==> src/rtl/uart_rx_fifo.sv <==
// UART receiver with an error-tagged receive FIFO and a valid/ready output handshake.
// Optional break detection is enabled by defining UART_RX_BREAK_DETECT_EN.
module uart_rx_fifo #(
    parameter int    CLK_DIV   = 217,
    parameter int    DATA_BITS = 8,
    parameter string PARITY    = "NONE",
    parameter int    STOP_BITS = 1,
    parameter int    ASIZE     = 4
) (
    input  logic       clk,
    input  logic       rstn,
    input  logic       i_uart_rx,
    output logic [7:0] rx_data,
    output logic       rx_perr,
    output logic       rx_ferr,
    output logic       rx_en,
    input  logic       rx_rdy,
    output logic       rx_overflow,
    input  logic       ovf_clr,
    output logic       rx_break
);

    localparam int             CW      = $clog2(CLK_DIV);
    localparam logic [CW-1:0]  HALF_C  = CW'(CLK_DIV / 2);
    localparam logic [CW-1:0]  LAST_C  = CW'(CLK_DIV - 1);
    localparam logic [2:0]     DLAST_C = 3'(DATA_BITS - 1);
    localparam logic [2:0]     SLAST_C = 3'(STOP_BITS - 1);
    localparam bit             ODD_PAR = (PARITY == "ODD");
    localparam bit             HAS_PAR = (PARITY == "ODD") || (PARITY == "EVEN");
    localparam int             DEPTH   = 2 ** ASIZE;

`ifdef UART_RX_BREAK_DETECT_EN
    typedef enum logic [2:0] {
        S_IDLE = 3'd0, S_START = 3'd1, S_DATA = 3'd2, S_PAR = 3'd3, S_STOP = 3'd4, S_WAIT_HIGH = 3'd5
    } state_t;
`else
    typedef enum logic [2:0] {
        S_IDLE = 3'd0, S_START = 3'd1, S_DATA = 3'd2, S_PAR = 3'd3, S_STOP = 3'd4
    } state_t;
`endif

    // Parity error over data plus received parity bit.
    function automatic logic par_err(input logic [DATA_BITS-1:0] d, input logic p);
        logic x;
        x = ^{d, p};
        if (!HAS_PAR) begin
            return 1'b0;
        end else if (ODD_PAR) begin
            return ~x;
        end else begin
            return x;
        end
    endfunction

    state_t                 state_r, state_s;
    logic                   sync1_r, sync2_r, prev_r;
    logic [CW-1:0]          cnt_r;
    logic [2:0]             bit_r;
    logic [DATA_BITS-1:0]   data_r;
    logic                   perr_r, ferr_r;
    logic                   fall_s, sample_s, push_s;
`ifdef UART_RX_BREAK_DETECT_EN
    logic                   pbit_r, brk_s, brk_r;
`endif

    logic [9:0]             mem_r [DEPTH];
    logic [ASIZE:0]         wr_ptr_r, rd_ptr_r, wr_nxt_s, rd_nxt_s;
    logic [9:0]             wdata_s;
    logic                   full_s, pop_s, acc_s;
    logic                   rx_en_r, ovf_r, perr_out_r, ferr_out_r;
    logic [7:0]             data_out_r;

    assign fall_s   = prev_r & ~sync2_r;
    assign sample_s = (state_r == S_START) ? (cnt_r == HALF_C) : (cnt_r == LAST_C);

    // Next-state and frame-completion strobes.
    always_comb begin
        state_s = state_r;
        push_s  = 1'b0;
`ifdef UART_RX_BREAK_DETECT_EN
        brk_s   = 1'b0;
`endif
        case (state_r)
            S_IDLE: begin
                if (fall_s) state_s = S_START;
                else        state_s = S_IDLE;
            end
            S_START: begin
                if (sample_s) state_s = sync2_r ? S_IDLE : S_DATA;
                else          state_s = S_START;
            end
            S_DATA: begin
                if (sample_s && bit_r == DLAST_C) state_s = HAS_PAR ? S_PAR : S_STOP;
                else                              state_s = S_DATA;
            end
            S_PAR: begin
                if (sample_s) state_s = S_STOP;
                else          state_s = S_PAR;
            end
            S_STOP: begin
                if (sample_s) begin
`ifdef UART_RX_BREAK_DETECT_EN
                    if (bit_r == 3'd0 && !sync2_r && data_r == {DATA_BITS{1'b0}} && !pbit_r) begin
                        brk_s   = 1'b1;
                        state_s = S_WAIT_HIGH;
                    end else
`endif
                    if (bit_r == SLAST_C) begin
                        push_s  = 1'b1;
                        state_s = S_IDLE;
                    end else begin
                        state_s = S_STOP;
                    end
                end else begin
                    state_s = S_STOP;
                end
            end
`ifdef UART_RX_BREAK_DETECT_EN
            S_WAIT_HIGH: begin
                if (sync2_r) state_s = S_IDLE;
                else         state_s = S_WAIT_HIGH;
            end
`endif
            default: state_s = S_IDLE;
        endcase
    end

    // Line synchroniser, bit timing and frame accumulation.
    always_ff @(posedge clk) begin
        if (!rstn) begin
            sync1_r <= 1'b1;
            sync2_r <= 1'b1;
            prev_r  <= 1'b1;
            state_r <= S_IDLE;
            cnt_r   <= {CW{1'b0}};
            bit_r   <= 3'd0;
            data_r  <= {DATA_BITS{1'b0}};
            perr_r  <= 1'b0;
            ferr_r  <= 1'b0;
`ifdef UART_RX_BREAK_DETECT_EN
            pbit_r  <= 1'b0;
            brk_r   <= 1'b0;
`endif
        end else begin
            sync1_r <= i_uart_rx;
            sync2_r <= sync1_r;
            prev_r  <= sync2_r;
            state_r <= state_s;
            if (sample_s || state_r == S_IDLE) cnt_r <= {CW{1'b0}};
            else                               cnt_r <= cnt_r + CW'(1);
            if (state_r != state_s)                                   bit_r <= 3'd0;
            else if (sample_s && (state_r == S_DATA || state_r == S_STOP)) bit_r <= bit_r + 3'd1;
            if (state_r == S_DATA && sample_s) data_r <= {sync2_r, data_r[DATA_BITS-1:1]};
            if (state_r == S_IDLE) begin
                perr_r <= 1'b0;
                ferr_r <= 1'b0;
            end else if (state_r == S_PAR && sample_s) begin
                perr_r <= par_err(data_r, sync2_r);
            end else if (state_r == S_STOP && sample_s) begin
                ferr_r <= ferr_r | ~sync2_r;
            end
`ifdef UART_RX_BREAK_DETECT_EN
            if (state_r == S_IDLE)                pbit_r <= 1'b0;
            else if (state_r == S_PAR && sample_s) pbit_r <= sync2_r;
            brk_r <= brk_s;
`endif
        end
    end

    // The frame's last stop sample is folded into ferr on the push cycle.
    assign wdata_s  = {perr_r, ferr_r | ~sync2_r, 8'(data_r)};
    assign pop_s    = rx_en_r & rx_rdy;
    assign full_s   = (wr_ptr_r[ASIZE] != rd_ptr_r[ASIZE]) &&
                      (wr_ptr_r[ASIZE-1:0] == rd_ptr_r[ASIZE-1:0]);
    assign acc_s    = push_s & (~full_s | pop_s);
    assign wr_nxt_s = wr_ptr_r + {{ASIZE{1'b0}}, acc_s};
    assign rd_nxt_s = rd_ptr_r + {{ASIZE{1'b0}}, pop_s};

    // FIFO storage, written only on accepted pushes.
    always_ff @(posedge clk) begin
        if (acc_s) mem_r[wr_ptr_r[ASIZE-1:0]] <= wdata_s;
    end

    // Pointers, registered head (with write bypass) and sticky overflow.
    always_ff @(posedge clk) begin
        if (!rstn) begin
            wr_ptr_r   <= {(ASIZE+1){1'b0}};
            rd_ptr_r   <= {(ASIZE+1){1'b0}};
            rx_en_r    <= 1'b0;
            data_out_r <= 8'h00;
            perr_out_r <= 1'b0;
            ferr_out_r <= 1'b0;
            ovf_r      <= 1'b0;
        end else begin
            wr_ptr_r <= wr_nxt_s;
            rd_ptr_r <= rd_nxt_s;
            rx_en_r  <= (wr_nxt_s != rd_nxt_s);
            if (wr_nxt_s != rd_nxt_s) begin
                if (acc_s && wr_ptr_r[ASIZE-1:0] == rd_nxt_s[ASIZE-1:0])
                    {perr_out_r, ferr_out_r, data_out_r} <= wdata_s;
                else
                    {perr_out_r, ferr_out_r, data_out_r} <= mem_r[rd_nxt_s[ASIZE-1:0]];
            end
            if (push_s && full_s && !pop_s) ovf_r <= 1'b1;
            else if (ovf_clr)               ovf_r <= 1'b0;
        end
    end

    assign rx_data     = data_out_r;
    assign rx_perr     = perr_out_r;
    assign rx_ferr     = ferr_out_r;
    assign rx_en       = rx_en_r;
    assign rx_overflow = ovf_r;
`ifdef UART_RX_BREAK_DETECT_EN
    assign rx_break    = brk_r;
`else
    assign rx_break    = 1'b0;
`endif

endmodule

==> config.mk <==
export PLATFORM = sky130hd
export DESIGN_NAME = uart_rx_fifo
export DESIGN_NICKNAME = d
export VERILOG_FILES = /design/src/rtl/uart_rx_fifo.sv
export SDC_FILE = /design/constraint.sdc
export NUM_CORES = 1
export LEC_CHECK = 0
export CORE_MARGIN = 1.5
export CORE_UTILIZATION = 35
export DETAILED_ROUTE_END_ITERATION = 7
export GPL_TIMING_DRIVEN = 1
export PLACE_DENSITY = 0.6
export SLEW_MARGIN = 20
export SYNTH_ARGS = -nofsm -noshare
export SYNTH_HDL_FRONTEND = slang
export SYNTH_SLANG_ARGS = --single-unit
export TNS_END_PERCENT = 5
==> constraint.sdc <==
create_clock -name clk -period 3.1 [get_ports clk]
set_input_delay 0.465 -clock clk [delete_from_list [all_inputs] [get_ports clk]]
set_output_delay 0.465 -clock clk [all_outputs]
set_load 0.02 [all_outputs]
# Word level (Yosys, flattened, before mapping)
# Memories as Yosys holds them, arrays and structs flattened. A register that Yosys moved wholly into a read port is not among the register bits.
# Cells that the tools add are included.
totals:
  regBits: 39
  latch_bits: 0
  mem_bits_rw: 144
  mem_bits_ro: 0
  inputBits: 5
  out_inout_bits: 13
  wordCells: 76
  memories: 1
classes:
  addsub: 4
  n_mul: 0
  n_div: 0
  n_lt_le_gt_ge: 0
  n_eq_ne: 12
  shift: 0
  muxes: 17
  bitwise: 9
  reduce_logical: 20
memory_table:
  columns: ["name", "depth", "word_bits", "rd", "rd_clocked_by_memory_dff", "write_ports", "line_no", "rtl"]
  rows:
  - ["mem_r", 16, 9, 1, 1, 1, "66", "logic [9:0] mem_r [DEPTH];"]
op_table:
  columns: ["operator", "n"]
  rows:
  - ["one-hot mux 3 bit (5 select lines)", 1]
  - ["two-way mux 3 bit", 4]
  - ["adder 5 x 1 -> 5 bit", 2]
  - ["two-way mux 1 bit", 10]
  - ["logical AND 1 bit", 9]
  - ["adder 8 x 1 -> 8 bit (second input constant)", 1]
  - ["equality test 4 bit", 2]
  - ["equality test 8 x 7 -> 1 bit (second input constant)", 1]
  - ["equality test 8 bit (second input constant)", 1]
  - ["equality test 3 x 2 -> 1 bit (second input constant)", 2]
  - ["equality test 3 bit (second input constant)", 2]
  - ["zero test 3 bit", 2]
  - ["OR reduction 2 bit", 3]
  - ["inequality test 5 bit", 1]
  - ["two-way mux 2 bit", 2]
  - ["inverter 1 bit", 4]
  - ["adder 3 x 1 -> 3 bit (second input constant)", 1]
  - ["AND 1 bit", 3]
  - ["equality test 3 x 1 -> 1 bit (second input constant)", 1]
  - ["inequality test 3 bit", 1]
  - ["zero test 1 bit", 2]
  - ["logical OR 1 bit", 2]
  - ["bitwise OR 1 bit", 2]
  - ["AND reduction 2 bit", 1]
  - ["2 further kinds", 2]

# Depth between registers and ports, before layout
depth:
  ltp_word: 7
  mapped_depth: 17
  mapped_depth_nobuf: 15

# Least setup slack after synthesis
# Ideal clock, no wire load.
synth_timing:
  kind: "register to register"
  start: "register wr_ptr_r[3]"
  end: "register data_out_r[0] (netlist: rx_data[0]) (read register of mem_r)"
  setup_time_ns: 0.132
  t_arrival_ns: 3.072
  required_ns: 2.968
  setup_slack_ns: -0.104
  stages_incl_launch_ff: 16
  n_path_buf: 2
  synth_period_minus_slack_ns: 3.204
  path_cell_list: "dfxtp_1 > buf_6 > xor2_2 > or4_1 > nor3_2 > or2_1 > buf_6 > inv_2 > ha_1 > ha_1 > xor2_1 > xor2_1 > nor3_1 > nand3_2 > o211ai_4 > o211ai_1"
synth_via:
  elab_chain_len: 7
synth_lines:
  columns: ["element", "line_no", "rtl"]
  rows:
  - ["start, declared", "67", "logic [ASIZE:0] wr_ptr_r, rd_ptr_r, wr_nxt_s, rd_nxt_s;"]
  - ["start signal, assigned", "187", "wr_ptr_r <= {(ASIZE+1){1'b0}};"]
  - ["start signal, assigned", "195", "wr_ptr_r <= wr_nxt_s;"]
  - ["equality test 4 bit", "174", "(wr_ptr_r[ASIZE-1:0] == rd_ptr_r[ASIZE-1:0]);"]
  - ["logical AND 1 bit", "173", "assign full_s = (wr_ptr_r[ASIZE] != rd_ptr_r[ASIZE]) &&"]
  - ["inverter 1 bit", "175", "assign acc_s = push_s & (~full_s | pop_s);"]
  - ["bitwise OR 1 bit", "175", null]
  - ["AND 1 bit", "175", null]
  - ["adder 5 x 1 -> 5 bit (*)", "176", "assign wr_nxt_s = wr_ptr_r + {{ASIZE{1'b0}}, acc_s};"]
  - ["inequality test 5 bit (*)", "198", "if (wr_nxt_s != rd_nxt_s) begin"]
  - ["end, declared", "71", "logic [7:0] data_out_r;"]
# Every way passes the cells marked *; elsewhere a longest branch is shown, timed or not.
# A chain may end at the register's enable or synchronous reset.

# Final worst setup path
layout_timing:
  start: "register wr_ptr_r[0]"
  end: "register data_out_r[6] (netlist: rx_data[6]) (read register of mem_r)"
# Same word-level chain as after synthesis.

==> results.toml <==
[sta]
finalMaxSlewViolations = 0
tcrit_tclk_final_pct = 96.2
final.setup_skew_ns = 0.0140
setup-violations-final = 0
hold_violations = 0
final_critical_path_setup_slack_ns = 0.119
holdWs_ns = 0.434
setup_total_negative_slack_ns = 0
maximum_clock_frequency_ghz = 0.335
tightestPinTransition_ns = 0.835
final.min_clock_period_ns = 2.98
relSlewSlack_pct = 44.2

[die]
die_area_um2 = 23300
design.portCount = 18
die_height_um = 153
initial_core_util_pct = 35.8
die_w_um = 153
core_area_um2 = 21900
std_cell_rows = 54

[worst_setup_path]
timing.reg2reg.worst_path_depth = 14
crit_arrival_ns = 3.27
timing.critical_path.from_type = "flop"
critical_path.endpoint_type = "flop"
regToRegEndpoint = "rx_data[6]"
timing_worst_setup_path_type = "flop to flop"
worstReg2RegStart = "wr_ptr_r[0]"
cp_max_fo = 5
reg2reg_slack_ns = 0.12
data_required_time_at_the_worst_endpoint_ns = 3.39

[route]
wl_met2_mm = 7.32
route.detailed.wl_per_inst_um = 18.2
detail-route-antenna-nets = 0
postRouteWirelength_mm = 14.9
dr.pass1.iters = 4
detail_route.iter0.violations = 261
routed-wl-met3_um = 526
routed-via-count = 4099
remaining_drc_errors = 0
routedLengthMet1_mm = 6.77
avgViaCountPerCell = 5.00
dr.max_layer_used = "met4"

[place]
pre_cts_ws_ns = -0.0322
portBuffers = 15
dp.final_hpwl_mm = 10.2
place.gp.congestion = 0.802

[power_and_ir_drop]
cellPowerDensity_nw_per_um2 = 540
power.static_leakage_nw = 3.17
design_power_total_mw = 5.00
peakVddDrop_v = 0.000391

[grt]
grt_start_max_net_pins = 40
grt_util_all_layers_pct = 13.4
grt_first_pass_wirelength_mm = 23.8
antenna_violations_before_repair = 0
global_route.overflow_total = 0
first_global_vias = 4312

[cts]
ctsLongestPathBuffers = 2
tritoncts = "built"
cts.root.buffer_cell = "clkbuf_16"
clk-insertion-delay-late_ns = 0.43
post_cts_hold_buffer_count = 0
cts_buffers = 17
clkSinkCount = 191
clkSlewWorstSetupHoldPaths_ns = 0.06
htreeDepth = 4

[status]
status = "complete, no violations"

[synthesis]
synth.lib_cells_used.distinct = 46
mappedNetlistArea_um2 = 7830
most_used_standard_cell_by_instance_count_after_synthesis = "edfxtp_1"
yosys_warnings = 0
synth-edff-count = 144
yosys.area.top_type_share_pct = 55.2
synth_cells = 475
ys_top_cells_by_area = "edfxtp_1, mux4_2, dfxtp_1, nor2_1, nand3_1"
dominantRegCellSynth = "edfxtp_1"
synthTopCellsByCount = "edfxtp_1, dfxtp_1, mux4_2"
asyncSetResetFlopFracSynth_pct = 0
yosysSeqAreaShare_pct = 67.3
mean_area_per_synthesized_cell_um2 = 16.5
ys_seq_elements = 191
synth.largest_area_cell = "edfxtp_1"

[flow_run]
max-cap-violations = 0

[final_layout]
finish.net_count = 541
drive_above_1_share_pct = 27.6
areaGrowthSynthToFinish_pct = 18.3
antenna_cells_inserted = 0

[hold_path]
whs_path_depth = 1
min_from = "sync1_r"
hold_end = "sync2_r"
worst_hold_path_type = "flop to flop"
[where the power goes]
part,total [mW],switching (mW),internal (mW)
clock network,2.25,0.896,1.35
logic,0.0340,0.0216,0.0124
registers,2.72,0.00282,2.72
[kinds of logic after synthesis]
| kind of cell | count (synthesis) | share of synthesized area (%) |
|---|---|---|
| AO/OA/AOI/OAI | 22 | 2.01 |
| adder cells (fa/ha/maj) | 9 | 1.44 |
| other | 1 | 0.0479 |
| XOR/XNOR | 28 | 3.23 |
| multiplexers | 57 | 14.5 |
| AND/OR/NAND/NOR | 123 | 8.37 |
| buffers and inverters | 44 | 3.16 |
| flip-flops | 191 | 67.3 |
[repair_timing]
action | CTS | global route
endpoints found under the setup margin | 9 | 10
setup buffers | 0 | 3
pin swaps | 1 | 10
gates resized for setup | 1 | 21
endpoints found under the hold margin | 0 | 0
cloned | 0 | 1
[sequential cells by signal (all words and copies together) (netlist names)]
| register | cells |
|---|---|
| rx_overflow | 1 |
| data_r | 8 |
| rx_data | 8 |
| rd_ptr_r | 5 |
| mem_r | 144 |
| rx_ferr | 1 |
| rx_en | 1 |
| ferr_r | 1 |
| wr_ptr_r | 5 |
| cnt_r | 8 |
| prev_r | 1 |
| bit_r | 3 |
| sync1_r | 1 |
| sync2_r | 1 |
| state_r | 3 |
[routing by layer]
layer  vias to the layer above  global-route usage [%]
met1                      2095                    17.4
met2                        79                    21.8
met5                         -                       0
li1                       1911                       -
met3                        14                    2.87
met4                         0                    5.82
[worst max-delay path: stages (launching register included)]
cell and delay (ns):
dfxtp_1 0.32, xor2_1 0.16, or4_4 0.55, nor3_4 0.23
or2_1 0.16, inv_2 0.06, ha_4 0.16, ha_4 0.16
xor2_2 0.15, xor2_1 0.15, nor3_2 0.22, nand3_2 0.17
buf_6 0.17, nand3_1 0.09, o211ai_1 0.10
[area by class of cell]
| type | count | area (um^2) |
|---|---|---|
| Sequential cell | 191 | 5270 |
| Clock buffer | 19 | 433 |
| Fill cell | 1930 | 12600 |
| Tap cell | 280 | 350 |
| Inverter | 17 | 63.8 |
| Timing Repair Buffer | 59 | 534 |
| Clock inverter | 13 | 185 |
| Multi-Input combinational cell | 241 | 2420 |
[stage by stage]
step,instances,util (%),instance area (um^2)
final,820,42.3,9260
after global routing,820,42.3,9260
after CTS,816,41.8,9150
after detailed placement,784,39.0,8530
after global placement,784,39.0,8530
after floorplan,476,-,7840
[worst max-delay path by stage]
stage                       to  depth (start not counted)         from
CTS                 rx_data[6]                         14   state_r[0]
floorplan           rx_data[0]                         15  wr_ptr_r[3]
finish              rx_data[6]                         14  wr_ptr_r[0]
global route        rx_data[6]                         16     bit_r[0]
global placement    rx_data[2]                         13  rd_ptr_r[3]
detailed placement  rx_data[1]                         13  rd_ptr_r[3]
[cells in the final DEF (no fill, tap or decap), types with 9 or more instances in the layout]
| cell | n |
|---|---|
| edfxtp_1 | 144 |
| mux4_2 | 45 |
| nor2_1 | 42 |
| dfxtp_1 | 42 |
| buf_4 | 39 |
| nand3_1 | 28 |
| clkbuf_16 | 17 |
| xor2_1 | 15 |
| clkdlybuf4s50_1 | 15 |
| inv_1 | 14 |
| xnor2_1 | 11 |
| mux2i_1 | 11 |
| o211ai_1 | 9 |
No activity file was read; power rests on OpenSTA's default activity.
